==> config.mk <==
export PLATFORM = sky130hd
export DESIGN_NAME = rp_8bit_idec_stream
export DESIGN_NICKNAME = d
export VERILOG_FILES = /design/src/rtl/rp_8bit_idec_stream.sv
export SDC_FILE = /design/constraint.sdc
export NUM_CORES = 1
export LEC_CHECK = 0
export ABC_CLOCK_PERIOD_IN_PS = 5700
export BUFFER_PORTS_ARGS = -buffer_cell sky130_fd_sc_hd__buf_2
export CAP_MARGIN = 10
export CELL_PAD_IN_SITES_DETAIL_PLACEMENT = 1
export CELL_PAD_IN_SITES_GLOBAL_PLACEMENT = 1
export CORE_MARGIN = 5
export CORE_UTILIZATION = 41
export CTS_CLUSTER_DIAMETER = 100
export DETAILED_ROUTE_END_ITERATION = 10
export PLACE_DENSITY_LB_ADDON = 0.3
export RECOVER_POWER = 25
export SETUP_SLACK_MARGIN = 0.02
export SKIP_CTS_REPAIR_TIMING = 1
export SYNTH_ARGS = -nofsm -noshare
export SYNTH_HDL_FRONTEND = slang
export SYNTH_SLANG_ARGS = --single-unit
==> constraint.sdc <==
create_clock -name clk -period 5.7 [get_ports clk]
set_input_delay 0.57 -clock clk [delete_from_list [all_inputs] [get_ports clk]]
set_output_delay 0.57 -clock clk [all_outputs]
set_load 0.005 [all_outputs]
==> src/rtl/rp_8bit_idec_stream.sv <==
// Streaming AVR pre-decoder: assembles two-word instructions, classifies
// each instruction and queues one record per instruction in a small FIFO.
module rp_8bit_idec_stream #(
  parameter int PW    = 22,
  parameter int DEPTH = 4,
  parameter int CW    = 32
) (
  input  logic          clk,
  input  logic          rst,
  input  logic          i_vld,
  output logic          i_rdy,
  input  logic [15:0]   i_code,
  input  logic [PW-1:0] i_adr,
  input  logic          i_flush,
  output logic          o_vld,
  input  logic          o_rdy,
  output logic [3:0]    o_cls,
  output logic [4:0]    o_rd,
  output logic [4:0]    o_rr,
  output logic [21:0]   o_imm,
  output logic          o_len,
  output logic [PW-1:0] o_adr,
  output logic          o_err,
  output logic [CW-1:0] o_cnt,
  output logic [CW-1:0] o_cnt_e
);

  localparam int AW = $clog2(DEPTH);

  localparam logic [3:0] C_NOP  = 4'd0;
  localparam logic [3:0] C_ALU2 = 4'd1;
  localparam logic [3:0] C_ALUI = 4'd2;
  localparam logic [3:0] C_LDST = 4'd3;
  localparam logic [3:0] C_LDS  = 4'd4;
  localparam logic [3:0] C_STS  = 4'd5;
  localparam logic [3:0] C_JMP  = 4'd6;
  localparam logic [3:0] C_CALL = 4'd7;
  localparam logic [3:0] C_RJMP = 4'd8;
  localparam logic [3:0] C_BR   = 4'd9;
  localparam logic [3:0] C_SKIP = 4'd10;
  localparam logic [3:0] C_MUL  = 4'd11;
  localparam logic [3:0] C_OTH  = 4'd14;
  localparam logic [3:0] C_UND  = 4'd15;

  typedef struct packed {
    logic [3:0]    cls;
    logic [4:0]    rd;
    logic [4:0]    rr;
    logic [21:0]   imm;
    logic          len;
    logic [PW-1:0] adr;
    logic          err;
  } rec_t;

  typedef enum logic [1:0] {
    S_W1,
    S_W2,
    S_RE
  } st_t;

  function automatic logic is_jc(input logic [15:0] c);
    return (c[15:9] == 7'b1001010) && (c[3:2] == 2'b11);
  endfunction

  function automatic logic is2w(input logic [15:0] c);
    return ((c[15:10] == 6'b100100) && (c[3:0] == 4'h0)) || is_jc(c);
  endfunction

  function automatic rec_t dec1(input logic [15:0] c,
                                input logic [PW-1:0] a);
    rec_t r;
    r     = '0;
    r.adr = a;
    r.cls = C_OTH;
    if (c == 16'h0000) begin
      r.cls = C_NOP;
    end else if (c[15:8] == 8'h00) begin
      r.cls = C_UND;
    end else if (c[15:8] == 8'h01) begin
      r.rd = {c[7:4], 1'b0};
      r.rr = {c[3:0], 1'b0};
    end else if (c[15:8] == 8'h02) begin
      r.cls = C_MUL;
      r.rd  = {1'b1, c[7:4]};
      r.rr  = {1'b1, c[3:0]};
    end else if (c[15:8] == 8'h03) begin
      r.cls = C_MUL;
      r.rd  = {2'b10, c[6:4]};
      r.rr  = {2'b10, c[2:0]};
    end else if (c[15:10] == 6'b000100) begin
      r.cls = C_SKIP;
      r.rd  = c[8:4];
      r.rr  = {c[9], c[3:0]};
    end else if (c[15:14] == 2'b00 && c[13:12] != 2'b11) begin
      r.cls = C_ALU2;
      r.rd  = c[8:4];
      r.rr  = {c[9], c[3:0]};
    end else if (c[15:12] inside {4'h3, 4'h4, 4'h5, 4'h6, 4'h7, 4'hE}) begin
      r.cls = C_ALUI;
      r.rd  = {1'b1, c[7:4]};
      r.imm = {14'b0, c[11:8], c[3:0]};
    end else if (c[15:14] == 2'b10 && !c[12]) begin
      // ldd/std with displacement q
      r.cls = C_LDST;
      r.imm = {16'b0, c[13], c[11:10], c[2:0]};
      if (c[9]) r.rr = c[8:4];
      else      r.rd = c[8:4];
    end else if (c[15:10] == 6'b100100) begin
      if (c[3:0] inside {4'h1, 4'h2, 4'h9, 4'hA, 4'hC, 4'hD, 4'hE}) begin
        r.cls = C_LDST;
        if (c[9]) r.rr = c[8:4];
        else      r.rd = c[8:4];
      end
    end else if (c[15:10] == 6'b100111) begin
      r.cls = C_MUL;
      r.rd  = c[8:4];
      r.rr  = {c[9], c[3:0]};
    end else if (c[15:8] == 8'h99 || c[15:8] == 8'h9B) begin
      r.cls = C_SKIP;
      r.imm = {14'b0, c[7:0]};
    end else if (c[15:13] == 3'b110) begin
      r.cls = C_RJMP;
      r.imm = {{10{c[11]}}, c[11:0]};
    end else if (c[15:11] == 5'b11110) begin
      r.cls = C_BR;
      r.imm = {{15{c[9]}}, c[9:3]};
    end else if (c[15:10] == 6'b111111) begin
      if (c[3]) begin
        r.cls = C_UND;
      end else begin
        r.cls = C_SKIP;
        r.rr  = c[8:4];
        r.imm = {19'b0, c[2:0]};
      end
    end
    return r;
  endfunction

  function automatic rec_t dec2(input logic [15:0] w1,
                                input logic [PW-1:0] a1,
                                input logic [15:0] w2);
    rec_t r;
    r     = '0;
    r.adr = a1;
    r.len = 1'b1;
    if (is_jc(w1)) begin
      r.cls = w1[1] ? C_CALL : C_JMP;
      r.imm = {w1[8:4], w1[0], w2};
    end else begin
      r.cls = w1[9] ? C_STS : C_LDS;
      r.rd  = w1[8:4];
      r.imm = {6'b0, w2};
    end
    return r;
  endfunction

  st_t            r_st, w_nst;
  logic [15:0]    r_w1, r_hw, w_ldw;
  logic [PW-1:0]  r_a1, r_ha, w_lda, w_nxt;
  logic           w_ld, w_hold, w_push, w_pop, w_acc;
  logic           w_full, w_emp;
  rec_t           w_prec, w_out, w_erec;
  rec_t           r_mem [DEPTH];
  logic [AW:0]    r_wp, r_rp;
  logic [CW-1:0]  r_cnt, r_cnte;

  assign w_emp  = (r_wp == r_rp);
  assign w_full = (r_wp[AW] != r_rp[AW]) &&
                  (r_wp[AW-1:0] == r_rp[AW-1:0]);
  assign i_rdy  = ~w_full & (r_st != S_RE);
  assign w_acc  = i_vld & i_rdy;
  assign o_vld  = ~w_emp;
  assign w_pop  = o_vld & o_rdy;
  assign w_nxt  = r_a1 + {{(PW-1){1'b0}}, 1'b1};

  always_comb begin
    w_erec     = '0;
    w_erec.cls = C_UND;
    w_erec.err = 1'b1;
    w_erec.adr = r_a1;
  end

  always_comb begin
    w_nst  = r_st;
    w_push = 1'b0;
    w_prec = '0;
    w_ld   = 1'b0;
    w_ldw  = i_code;
    w_lda  = i_adr;
    w_hold = 1'b0;
    unique case (r_st)
      S_W1: begin
        if (w_acc) begin
          if (is2w(i_code)) begin
            w_ld  = 1'b1;
            w_nst = S_W2;
          end else begin
            w_push = 1'b1;
            w_prec = dec1(i_code, i_adr);
          end
        end
      end
      S_W2: begin
        if (i_flush) begin
          w_nst = S_W1;
        end else if (w_acc) begin
          w_push = 1'b1;
          if (i_adr == w_nxt) begin
            w_prec = dec2(r_w1, r_a1, i_code);
            w_nst  = S_W1;
          end else begin
            w_prec = w_erec;
            w_hold = 1'b1;
            w_nst  = S_RE;
          end
        end
      end
      S_RE: begin
        // replays the held word once the FIFO can take its record
        if (i_flush) begin
          w_nst = S_W1;
        end else if (!w_full) begin
          if (is2w(r_hw)) begin
            w_ld  = 1'b1;
            w_ldw = r_hw;
            w_lda = r_ha;
            w_nst = S_W2;
          end else begin
            w_push = 1'b1;
            w_prec = dec1(r_hw, r_ha);
            w_nst  = S_W1;
          end
        end
      end
      default: w_nst = S_W1;
    endcase
  end

  always_ff @(posedge clk or posedge rst) begin
    if (rst) begin
      r_st   <= S_W1;
      r_w1   <= '0;
      r_a1   <= '0;
      r_hw   <= '0;
      r_ha   <= '0;
      r_wp   <= '0;
      r_rp   <= '0;
      r_cnt  <= '0;
      r_cnte <= '0;
    end else begin
      r_st <= w_nst;
      if (w_ld) begin
        r_w1 <= w_ldw;
        r_a1 <= w_lda;
      end
      if (w_hold) begin
        r_hw <= i_code;
        r_ha <= i_adr;
      end
      if (w_push) r_wp <= r_wp + {{AW{1'b0}}, 1'b1};
      if (w_pop)  r_rp <= r_rp + {{AW{1'b0}}, 1'b1};
      if (w_push && !w_prec.err && r_cnt != {CW{1'b1}})
        r_cnt <= r_cnt + CW'(1);
      if (w_push && w_prec.err && r_cnte != {CW{1'b1}})
        r_cnte <= r_cnte + CW'(1);
    end
  end

  always_ff @(posedge clk) begin
    if (w_push) r_mem[r_wp[AW-1:0]] <= w_prec;
  end

  assign w_out   = w_emp ? '0 : r_mem[r_rp[AW-1:0]];
  assign o_cls   = w_out.cls;
  assign o_rd    = w_out.rd;
  assign o_rr    = w_out.rr;
  assign o_imm   = w_out.imm;
  assign o_len   = w_out.len;
  assign o_adr   = w_out.adr;
  assign o_err   = w_out.err;
  assign o_cnt   = r_cnt;
  assign o_cnt_e = r_cnte;

endmodule

==> summary.txt, run 1 <==
Clock tree
  – Cts bufs inserted: 43
  – Clock-pin transition on the worst setup and hold timing paths: 60 ps
  – Htree depth: 2
  – Clock tree buffer depth: 3
  – Skew-Pair Late Insertion Delay: 570 ps
  – TritonCTS clock tree: built
  – Root Buffer: clkbuf_16
  – CTS sink cnt: 388

Floorplan
  – Die Wd: 226 um
  – Die Area: 51,000 um2
  – Starting Density: 41.2%
  – Row Count: 79
  – Top-level port count: 169
  – Core area: 46,400 um2
  – Die height: 226 um

Yosys
  – FF+latch count, synth: 388
  – Leading area contributor after synthesis: edfxtp_1
  – EDFF count, synth: 240
  – Syn Nets: 1,568
  – Syn_area_per_cell: 12.6 um2
  – Post-synthesis sequential area ratio: 57.1%
  – Most frequent cells after synthesis: 240 x edfxtp_1, 148 x dfrtp_1, 90 x nand2_1, 85 x nor2_1, 76 x clkbuf_1
  – Async set or reset register ratio after synthesis: 38.1%
  – Post-Synthesis Cells: 1,517
  – Synth Warn #: 0
  – Area contributors post-synth: edfxtp_1 38%, dfrtp_1 19%, mux4_2 7.1%, xnor2_1 2.5%, mux2_2 2.5%
  – Most frequent cell after synthesis: edfxtp_1
  – Synth cell types: 74
  – Synthesized area: 19,100 um2
  – Share of the synthesized area in the top cell type: 37.7%
  – Synth Flop Type: edfxtp_1

Power
  – Switching power: 2930 uW
  – Clock share of power: 31.7%
  – Seq pwr share: 39.6%
  – Pint: 6850 uW
  – Leakage power: 0.00895 uW
  – Worst VDD drop: 310 uV
  – Combinational share of power: 28.6%
  – Net Sw Frac: 29.9%
  – Pwr dens: 443 nW/um2
  – Power Total: 9770 uW

Placement
  – Dpl hpwl: 34.6 mm
  – Place WS: 1600 ps
  – Port bufs: 168
  – RePlAce Congestion: 0.904
  – Dpl cell area: 20,500 um2

Finish
  – Fraction of layout cells with a size suffix above 1: 21.0%
  – Nets: 1,694
  – Final instance area: 22,000 um2
  – Multi-input logic area: 7580 um2
  – FF/Latch Area: 10,900 um2
  – Fillers: 4,763
  – Syn-to-layout area delta: 15.3%

Global route
  – Vias in the first global route: 14,132
  – Largest net degree at the start of global routing: 71
  – Global route total overflow: 0
  – Antenna violations before repair: 2
  – Gr usage total: 20.7%
  – First-pass GRT wire length: 83.2 mm

STA
  – Period utilisation layout: 78.6%
  – Skew final: 20.6 ps
  – Setup ws final: 1220 ps
  – Worst slew margin: -108%
  – Pins over their slew limit: 146
  – Endpoints failing hold: 0
  – Slew at the pin with the worst max-slew slack: 3110 ps
  – RSZ-0062 raised after global routing: no
  – Fin Setup TNS: 0 ps
  – Max Clock Freq: 0.223 GHz
  – Fin crit period: 4480 ps
  – Final setup viols: 0

Routing
  – Iter 0 DRT Violations: 1,104
  – Post-DRT Antenna Nets: 0
  – Wire per inst: 23.1 um
  – Final wirelength: 52.9 mm
  – 1st-pass router iterations: 6
  – Via/cell ratio: 5.83
  – Detailed-route DRC error count: 0
  – Total number of vias: 13,332

Setup path
  – Startpoint types: flop
  – Arr. time, crit path: 4930 ps
  – CP startpoint: r_hw[12]
  – CP Capture Type: flop
  – Worst EP required: 6150 ps
  – Crit-path max FO: 34
  – R2r startpoint: r_hw[12]
  – WS Path Type: flop to flop

Status
  – Outcome: finished, violations left
  – Failing checks: max-capacitance violations, max-slew violations

Run
  – MaxCap Viol Count: 4

Min path
  – Worst hold-check path type: primary input to flop
  – Hold path startpoint: i_adr[5]
[power by group through the flow]
| stage | logic, uW | clock network [uW] | registers (uW) |
|---|---|---|---|
| finish | 2800 | 3100 | 3870 |
| global route | 3080 | 3310 | 3920 |
| CTS | 2890 | 3180 | 3880 |
| detailed placement | 2870 | 0 | 3930 |
| global placement | 2830 | 0 | 3890 |
| floorplan | 1820 | 0 | 3820 |
[sequential cells by signal, summed over array words and instances (netlist names)]
register	cells
r_a1	22
r_wp	3
r_mem	240
r_st	2
r_ha	22
o_cnt	32
o_cnt_e	32
r_w1	16
r_hw	16
r_rp	3
[stage by stage]
stage / hold WS (ps) / util (%) / std cells
after floorplan: 430 / - / 1517
after global placement: 444 / 44.3 / 2205
after detailed placement: 460 / 44.3 / 2205
after CTS: 96.4 / 47.7 / 2284
after global routing: 302 / 47.5 / 2285
final: 311 / 47.5 / 2285
[path summary, 6_finish.rpt]
kind / endpoint / slack, ps / depth (start not counted)
hold reg to reg: r_w1[12] / 480 / 1
min in group asynchronous: o_cnt[17] / 880 / 2
setup / recovery: o_cnt[1] / 1220 / 8
setup reg to reg: o_cnt[1] / 1220 / 8
max in group asynchronous: o_cnt_e[5] / 1910 / 3
hold / removal: r_ha[5] / 310 / 2
[cells by family after synthesis]
group,synth area share (%)
adder cells (fa/ha/maj),0.524
flip-flops,57.1
AND/OR/NAND/NOR,12.7
multiplexers,11.2
buffers and inverters,3.48
AO/OA/AOI/OAI,10.8
XOR/XNOR,4.17
[critical path, stage by stage (launching register included)]
cell and delay, ps:
dfrtp_1 580, inv_1 160, or4_1 510, o211a_1 220, buf_4 280, nor3_1 1330
a31o_2 790, a21oi_1 160, mux2_2 320
[cells in the final DEF, fill, tap and decap left out, types with 27 or more instances in the layout]
cell type / netlist / routed
a21oi_1: 62 / 62
a222oi_1: 27 / 27
and2_1: 72 / 72
and3_1: 30 / 30
buf_2: 17 / 121
clkbuf_1: 76 / 60
clkbuf_16: 0 / 45
dfrtp_1: 148 / 146
edfxtp_1: 240 / 240
inv_1: 57 / 56
mux2_2: 42 / 42
mux2i_1: 31 / 31
mux4_2: 60 / 60
nand2_1: 90 / 89
nand3_1: 57 / 56
nand4_1: 27 / 27
nor2_1: 85 / 85
o21ai_0: 33 / 32
xnor2_1: 55 / 55
xor2_1: 36 / 36
[cell type report]
| cell class | instances | area share, % |
|---|---|---|
| antenna | 1 | 0.0114 |
| clock buffer | 57 | 5.36 |
| clock inverter | 22 | 1.80 |
| inverter | 57 | 0.977 |
| multi-input combinational | 963 | 34.4 |
| sequential | 388 | 49.5 |
| tap | 607 | 3.45 |
| timing repair buffer | 190 | 4.48 |
[layer usage]
layer / wire, um / part of all wire [%] / vias to the layer above / GRT usage, %
met1: 23200 / 44 / 6852 / 28.1
met5: 13 / 0.025 / - / 0
met4: 1560 / 3.0 / 2 / 6.23
met3: 2960 / 5.6 / 99 / 4.42
met2: 25200 / 48 / 376 / 33.9
li1: - / - / 6003 / -
No activity file was read; power rests on OpenSTA's default activity.
==> run 2, diff against run 1 <==
--- a/config.mk
+++ b/config.mk
@@ -5,7 +5,7 @@
 export SDC_FILE = /design/constraint.sdc
 export NUM_CORES = 1
 export LEC_CHECK = 0
-export ABC_CLOCK_PERIOD_IN_PS = 5700
+export ABC_CLOCK_PERIOD_IN_PS = 3900
 export BUFFER_PORTS_ARGS = -buffer_cell sky130_fd_sc_hd__buf_2
 export CAP_MARGIN = 10
 export CELL_PAD_IN_SITES_DETAIL_PLACEMENT = 1
==> constraint.sdc (replaced) <==
create_clock -name clk -period 3.9 [get_ports clk]
set_input_delay 0.39 -clock clk [delete_from_list [all_inputs] [get_ports clk]]
set_output_delay 0.39 -clock clk [all_outputs]
set_load 0.005 [all_outputs]
==> summary.txt, run 2 (synthesis gave the netlist of run 1 again) <==
Setup path
  – Worst path top cell family by delay: simple AND/OR/NAND/NOR gates
  – Critical R2R Capture: o_cnt[1]
  – Worst-path cell chain: ha_1 > nand3_1 > a2111oi_2 > a41oi_1 > o32a_1 > nor4_1 > nand3b_2 > buf_6 > a21oi_1 > mux2_2
  – Largest stage delay on the critical path: 460 ps (-870 ps)
  – Slowest cell on the critical path: dfrtp_1
  – Cells on worst reg2reg path: 10 (+2)
  – Crit-path max FO: 62 (+82%)
  – Startpoint types: flop
  – CP Capture Type: flop
  – CP Buf/Inv Count: 1 (-1)
  – R2r startpoint: r_a1[0]
  – R2R Setup Slk: 250 ps (-970 ps)
  – Arr. time, crit path: 4100 ps (-830 ps)
  – Worst EP required: 4350 ps (-1800 ps)
  – WS Path Type: flop to flop

STA
  – Fin crit period: 3650 ps (-834 ps)
  – Endpoints failing hold: 0 (unchanged)
  – Worst slew margin: -23.1% (+85 points)
  – Period utilisation layout: 93.5% (+15 points)
  – Skew final: 16.3 ps (-4.29 ps)
  – Slew at the pin with the worst max-slew slack: 1850 ps (-1260 ps)
  – RSZ-0062 raised after global routing: no
  – Pins over their slew limit: 140 (-4.1%)
  – Max Clock Freq: 0.274 GHz (+23%)
  – Setup ws final: 252 ps (-966 ps)
  – Hold_ws: 121 ps (-191 ps)
  – Final setup viols: 0 (unchanged)

Clock tree
  – Root Buffer: clkbuf_16
  – Htree depth: 2 (unchanged)
  – Skew-Pair Late Insertion Delay: 570 ps (about the same)
  – Cts bufs inserted: 43 (unchanged)
  – Clock-pin transition on the worst setup and hold timing paths: 60 ps (about the same)
  – TritonCTS clock tree: built
  – CTS sink cnt: 388 (unchanged)
  – Clock tree buffer depth: 3 (unchanged)

Routing
  – Iter 0 DRT Violations: 881 (-20%)
  – Post-DRT Antenna Nets: 0 (unchanged)
  – 1st-pass router iterations: 6 (unchanged)
  – Wire per inst: 22.5 um (-2.9%)
  – Via/cell ratio: 5.83 (about the same)
  – Final wirelength: 51.7 mm (-2.3%)
  – Total number of vias: 13,421 (+0.67%)
  – Detailed-route DRC error count: 0 (unchanged)

Floorplan
  – Row Count: 79 (unchanged)
  – Die Wd: 226 um (unchanged)
  – Starting Density: 41.2% (unchanged)
  – Die Area: 51,000 um2 (unchanged)
  – Top-level port count: 169 (unchanged)
  – Core area: 46,400 um2 (unchanged)
  – Die height: 226 um (unchanged)

Min path
  – Worst hold-check path type: primary input to flop
  – Hold Crit Depth: 2 (unchanged)
  – Worst Hold End: r_ha[9]
  – Hold path startpoint: i_adr[9]

Finish
  – Fraction of layout cells with a size suffix above 1: 22.4% (+1.4 points)
  – Most frequent cells in the layout: 240 x edfxtp_1, 146 x dfrtp_1, 125 x buf_2
  – Nets: 1,710 (+0.94%)
  – Max reg flops: 240 (unchanged)
  – Syn-to-layout area delta: 15.7%
  – Commonest non-fill, non-tap cell in the layout: edfxtp_1
  – Final Util: 47.7% (+0.15 points)

Global route
  – Global route total overflow: 0 (unchanged)
  – Largest net degree at the start of global routing: 72 (+1.4%)
  – Vias in the first global route: 13,868 (-1.9%)
  – First-pass GRT wire length: 81.3 mm (-2.3%)
  – Antenna violations before repair: 3 (+1)
  – Gr usage total: 20.1% (-0.65 points)

Status
  – Outcome: finished, violations left
  – Failing checks: max-capacitance violations, max-slew violations

Power
  – Pwr dens: 633 nW/um2 (+43%)
  – Worst VDD drop: 337 uV (+8.5%)
  – Leakage power: 0.00901 uW (+0.63%)

Placement
  – RePlAce Congestion: 0.900 (-0.45%)
  – Port bufs: 168 (unchanged)
  – Dpl hpwl: 34.0 mm (-1.8%)
  – Place WS: 250 ps (-1350 ps)

Run
  – MaxCap Viol Count: 2 (-2)
-- run 2: cell type report --
| type | instances | area, um2 |
|---|---|---|
| Clock inverter | 26 | 295 |
| Clock buffer | 53 | 1190 |
| Multi-Input combinational cell | 964 | 7610 |
| Timing Repair Buffer | 205 | 1120 |
| Antenna cell | 1 | 2.50 |
| Inverter | 57 | 215 |
| Fill cell | 4766 | 24300 |
| Tap cell | 607 | 759 |
| Sequential cell | 388 | 10900 |
-- run 2: report_power, final --
part	switching (uW)	internal, uW
Sequential	305	5270
Clock	1680	2560
Combinational	2280	1900
Total	4260	9730
-- run 2: per-layer routing --
metal	vias to the layer above	share of wire (%)	track usage, %
li1	6043	-	-
met1	6926	45	28.1
met2	371	48	33.0
met3	75	5.5	3.93
met4	6	1.8	4.16
met5	-	0.068	0
-- run 2: worst max path at each step --
stage            start     endpoint  slack [ps]  depth (start not counted)
2_1_floorplan  r_rp[0]  r_mem[0][0]        -860                          7
3_3_place_gp   r_a1[0]     o_cnt[1]         270                         10
3_5_place_dp   r_a1[0]     o_cnt[1]         250                         10
4_1_cts        r_a1[0]     o_cnt[1]         220                         10
5_1_grt        r_a1[0]     o_cnt[1]          20                         10
6_report       r_a1[0]     o_cnt[1]         250                         10
-- run 2: through the flow --
step | std cells | power (uW) | instance area [um2] | setup TNS, ps
final | 2301 | 14000 | 22100 | 0
after global routing | 2300 | 14800 | 22100 | 0
after CTS | 2298 | 14300 | 22100 | 0
after detailed placement | 2219 | 9980 | 20700 | 0
after global placement | 2219 | 9860 | 20700 | 0
after floorplan | 1517 | 8220 | 19100 | -155390
-- run 2: worst register-to-register path, stage by stage, from the launching register on --
cell and delay [ps]:
dfrtp_1 460, ha_1 240, nand3_1 370, a2111oi_2 450, a41oi_1 80, o32a_1 220
nor4_1 360, nand3b_2 310, buf_6 370, a21oi_1 320, mux2_2 360
